==> src/rtl/full_adder_cell.sv <==
// rtl/full_adder_cell.sv - combinational one-bit full adder cell
module full_adder_cell (
    input  logic a,
    input  logic b,
    input  logic cin,
    output logic s,
    output logic cout
);

    assign s    = a ^ b ^ cin;
    assign cout = (a & b) | (a & cin) | (b & cin);

endmodule

==> src/rtl/adder_pipe.sv <==
// rtl/adder_pipe.sv - ripple-carry adder with registered sum, carry-out and valid
module adder_pipe #(
    parameter int WIDTH = 1
) (
    input  logic             clk,
    input  logic             rst_n,
    input  logic             in_valid,
    input  logic [WIDTH-1:0] A,
    input  logic [WIDTH-1:0] B,
    input  logic             Cin,
    output logic             out_valid,
    output logic [WIDTH-1:0] Sum,
    output logic             Cout
);

    logic [WIDTH:0]   c;
    logic [WIDTH-1:0] s;

    assign c[0] = Cin;

    for (genvar i = 0; i < WIDTH; i++) begin : g_fa
        full_adder_cell u_fa (
            .a   (A[i]),
            .b   (B[i]),
            .cin (c[i]),
            .s   (s[i]),
            .cout(c[i+1])
        );
    end

    // Sum/Cout only load on accepted inputs so idle cycles never toggle them.
    always_ff @(posedge clk) begin
        if (!rst_n) begin
            out_valid <= 1'b0;
            Sum       <= '0;
            Cout      <= 1'b0;
        end else if (in_valid) begin
            out_valid <= 1'b1;
            Sum       <= s;
            Cout      <= c[WIDTH];
        end else begin
            out_valid <= 1'b0;
        end
    end

endmodule

==> config.mk <==
export PLATFORM = sky130hd
export DESIGN_NAME = adder_pipe
export DESIGN_NICKNAME = d
export VERILOG_FILES = /design/src/rtl/full_adder_cell.sv /design/src/rtl/adder_pipe.sv
export SDC_FILE = /design/constraint.sdc
export NUM_CORES = 1
export LEC_CHECK = 0
export ABC_AREA = 0
export CAP_MARGIN = 10
export CORE_AREA = 2 2 39 41
export DETAILED_ROUTE_END_ITERATION = 7
export DIE_AREA = 0 0 41 43
export RECOVER_POWER = 25
export SYNTH_ARGS = -nofsm -noshare
export SYNTH_HDL_FRONTEND = slang
export SYNTH_SLANG_ARGS = --single-unit
==> constraint.sdc <==
create_clock -name clk -period 2.25 [get_ports clk]
set_input_delay 0.3375 -clock clk [delete_from_list [all_inputs] [get_ports clk]]
set_output_delay 0.3375 -clock clk [all_outputs]
set_load 0.03 [all_outputs]
# Word-level counts from Yosys, hierarchy flattened
# Cells that the tools add are included.
totals:
  reg_bits: 3
  input_bits: 6
  elab_cells: 11
classes:
  muxes: 1
  bitwise: 7
ops:
  columns: ["op", "count"]
  rows:
  - ["$and 1x1->1", 3]
  - ["$or 1x1->1", 2]
  - ["$xor 1x1->1", 2]
  - ["$mux 1", 1]

# Longest topological paths before layout
logic_depth:
  ltp_word: 3
  mapped_depth: 3
  mapped_depth_nobuf: 3

# Modules after synthesis
# From an unflattened synthesis, not the netlist that was laid out.
unflattened:
  cells_unflattened: 9
  hier_area_um2: 120.1
by_module_without_submodules:
  columns: ["module", "seq_area_each_um2", "cells_each", "n_inst", "area_per_inst_um2"]
  rows:
  - ["adder_pipe", 60.1, 8, 1, 100.1]
  - ["full_adder_cell", 0.0, 1, 1, 20.0]

# Worst setup path after synthesis
# OpenSTA, ideal clock, no wires.
synth_path:
  path_kind: "input -> register"
  from: "in A"
  to: "reg Sum"
  stages: 3
  path_slack_ns: 1.169
  n_path_buf: 0
  t_arrival_ns: 0.965
  t_required_ns: 2.134
  path_cell_list: "fa_1 mux2i_1 nor2b_1"
synth_via:
  elab_chain_len: 2
synth_lines:
  columns: ["item", "line_no", "source"]
  rows:
  - ["start, declared", "adder_pipe.sv:8", "input logic [WIDTH-1:0] A,"]
  - ["$xor 1x1->1 (2 in a row)", "full_adder_cell.sv:10", "assign s = a ^ b ^ cin;"]
  - ["end signal, assigned", "adder_pipe.sv:39", "Sum <= s;"]
  - ["end, declared", "adder_pipe.sv:12", "output logic [WIDTH-1:0] Sum,"]
# No other way between the ends.
# A chain may end at the register's enable or synchronous reset.

# Final worst setup path
layout_path:
  from: "reg Cout"
  to: "out Cout"
layout_rtl:
  columns: ["item", "line_no", "source"]
  rows:
  - ["start, declared", "adder_pipe.sv:13", "output logic Cout"]
  - ["start signal, assigned", "adder_pipe.sv:40", "Cout <= c[WIDTH];"]
# No word-level cell between the ends.

==> results.txt <==
- Number of buffers inserted during clock tree synthesis: 3
* Power Density: 768 nW/um^2
- Setup violations remaining at the end of the flow were counted as 0.
- Dividing the detail-routed via count by the number of cells gives 2.95.
- Result of the run: complete, no violations
- The first global-routing pass estimated 469 microns of wire.
* Yosys cell types: 5
* Commonest non-fill, non-tap cells in the layout: sky130_fd_sc_hd__clkdlybuf4s50_1 (7), sky130_fd_sc_hd__dfxtp_1 (3), sky130_fd_sc_hd__clkbuf_4 (3)
- X dimension of the die: 41 microns
* Max-slew headroom at the worst pin: 79.6%
- After clock tree synthesis, the repair step resized 0 gates.
- The analysis attributes to cell leakage a power of 0.0964 nW.
- Synthesized instance count: 9
* Final wirelength: 289 microns
* Net count of the finished layout: 29
* Largest stage delay on the critical path: 0.67 ns
* Sequential-to-total area share from yosys stat: 50.0%
- CTS tree: yes
- Buffers added to address setup during post-CTS repair amount to 0.
* Final hold violations: 0
* Total DRC errors in the routed layout: 0
- Setup clock skew after layout: 0 ns
- CP required: 1.91 ns
- Together, buffers and inverters on the worst path number 1.
* Combinational share of power: 18.1%
- The endpoint identified for the worst register-to-register timing path is Cout$_SDFFE_PN0P_.
* Area delta synth->final: 105%
- Number of diodes: 0
* Die Area: 1760 sq um
- Ratio of cells with drive above 1 in the final layout: 19.0%
- Worst setup path startpoint: Cout$_SDFFE_PN0P_
- CTS built an H-tree with a depth of 1.
- CP Class: register to output port
- Switching Fraction: 24.5%
- The via count of the first global-routing pass is 114.
* Synthesized area per cell: 13.3 sq um
- Summing every instance area after synthesis gives 120 sq um.
* 1st-iter DRT viols: 2
- Clock latency on the worst-skew pair, taken at its later pin, is 0.23 ns.
- Setup slack, reg-to-reg: 1.65 ns
- In this run the number of cells on the critical path is 1.
* Startpoint type of the worst setup path: register
- At the worst endpoint, the arrival time is 1.23 ns.
- Maximum clock path buffer count: 2
* Antenna violations before repair: 0
- After clock tree synthesis, the flow added hold-fix buffers numbering 0.
- Port buffering added 8 buffers.
* Share of power burned in the clock network: 50.6%
* Number of instances on the worst hold path: 2
- NetSw: 0.0464 mW
- Most common cell after layout, fill and taps aside: sky130_fd_sc_hd__clkdlybuf4s50_1
- Along the worst path, the maximum fanout reaches 2.
- Cell-internal power: 0.143 mW
* Post-DRT Antenna Nets: 0
- Hold crit path type: register to register
- Sequential share of power: 31.3%
- # IOs: 9
* Combined global-route utilization of all metal layers: 5.22%
* Capture point of the critical path: Cout
- Utilization after layout: 17.8%
- Final max-slew violation count: 0
- Endpoint type of the worst setup path: output port
- Cell class contributing the biggest share of worst-path delay: buffers and inverters
* Vias after detailed routing: 109
* Min Hold Slack: 0.525 ns
- After floorplanning, the core was sized to cover 1380 sq um.
- Overflow left after global routing: 0
- Synthesis produced a netlist with a net count of 16.
- FF-to-FF Start: Cout$_SDFFE_PN0P_
- Measured along the y axis, the die boundary spans 43 microns.
* Number of warnings issued by yosys: 0
- Post-layout instance area: 246 sq um
* Actual slew at the worst max-slew pin: 0.305 ns
* Cell depth of the worst flop-to-flop path: 2
* Instance area after placement: 220 sq um
- Library cell contributing the largest single delay on the critical path: sky130_fd_sc_hd__clkdlybuf4s50_1
- The tree is rooted in a sky130_fd_sc_hd__clkbuf_4.
- Num rows: 14
* Worst setup slack after layout: 0.679 ns
- Setup_tns: 0 ns
- The final critical path takes up 69.8% of the cycle.
- The critical path goes through clkdlybuf4s50_1.
* Average wire length per cell after detail routing: 7.81 microns
- Max-cap violations in this run came to 0.
- Largest net degree at the start of global routing: 4
- Peak VDD IR: 0.191 mV
* Clock slew at reported path FFs: 0.04 ns
* Number of optimization iterations in the first detailed-route pass: 2
* Minimum clock period: 1.57 ns
* Top achievable clock speed: 0.636 GHz
- Initial core utilization: 8.68%
- Number of flip-flops and latches in the synthesized netlist: 3
- Final estimated routing congestion in global placement: 0.577
- CTS saw 3 sinks.
- Setup Slack @ Placement: 0.685 ns
- Setup repair after global routing missed its margin: false
[state kept, by name, summed over array words and instances, names as in the netlist]
name,cells
out_valid,1
Cout,1
Sum,1
[logic make-up (layout without fill, tap and decap cells)]
family                     Yosys count  after routing  synth area share (%)
DFF                                  3              3                  50.0
and+or+nand+nor                      3              3                  16.7
muxes                                2              2                  16.7
adders and majority gates            1              1                  16.7
buffers and inverters                0             12                     0
[per-stage QoR]
stage               total power, mW  cells
floorplan                    0.0747      9
global placement             0.0940     33
detailed placement           0.0947     33
CTS                           0.198     37
global route                  0.209     37
finish                        0.189     37
[worst min path at each step]
stage	startpoint	end
after floorplan	rst_n	Cout$_SDFFE_PN0P_
after global placement	Sum$_SDFFE_PN0P_	Sum$_SDFFE_PN0P_
after detailed placement	Sum$_SDFFE_PN0P_	Sum$_SDFFE_PN0P_
after CTS	Sum$_SDFFE_PN0P_	Sum$_SDFFE_PN0P_
after global routing	Cout$_SDFFE_PN0P_	Cout$_SDFFE_PN0P_
final	Sum$_SDFFE_PN0P_	Sum$_SDFFE_PN0P_
[final cells by class]
cell class	instances	area, sq um
repair buffers	8	80.1
fillers	153	1140
multi-input cells	6	60.1
well taps	16	20.0
clock buffers	4	26.3
flip-flops and latches	3	60.1
[layer usage]
metal / track usage (%) / up-vias / share of wire [%] / wire length [microns]
met5: 0 / - / 0 / 0
met4: 4.00 / 0 / 0 / 0
li1: - / 52 / - / -
met3: 7.85 / 0 / 20 / 59
met2: 4.38 / 11 / 34 / 97
met1: 5.47 / 46 / 46 / 132
[synthesized netlist by cell type]
| cell | instances | area [sq um] |
|---|---|---|
| sky130_fd_sc_hd__mux2i_1 | 2 | 20.0 |
| sky130_fd_sc_hd__nor2b_1 | 2 | 12.5 |
| sky130_fd_sc_hd__fa_1 | 1 | 20.0 |
| sky130_fd_sc_hd__and2_2 | 1 | 7.51 |
| sky130_fd_sc_hd__dfxtp_1 | 3 | 60.1 |
[power by group through the flow]
stage | combinational, mW | sequential [mW] | clock (mW)
after CTS | 0.0348 | 0.0594 | 0.104
final | 0.0342 | 0.0592 | 0.0958
after global placement | 0.0341 | 0.0600 | 0
after floorplan | 0.00720 | 0.0675 | 0
after detailed placement | 0.0346 | 0.0601 | 0
after global routing | 0.0365 | 0.0596 | 0.113
No activity file was read; power rests on OpenSTA's default activity.
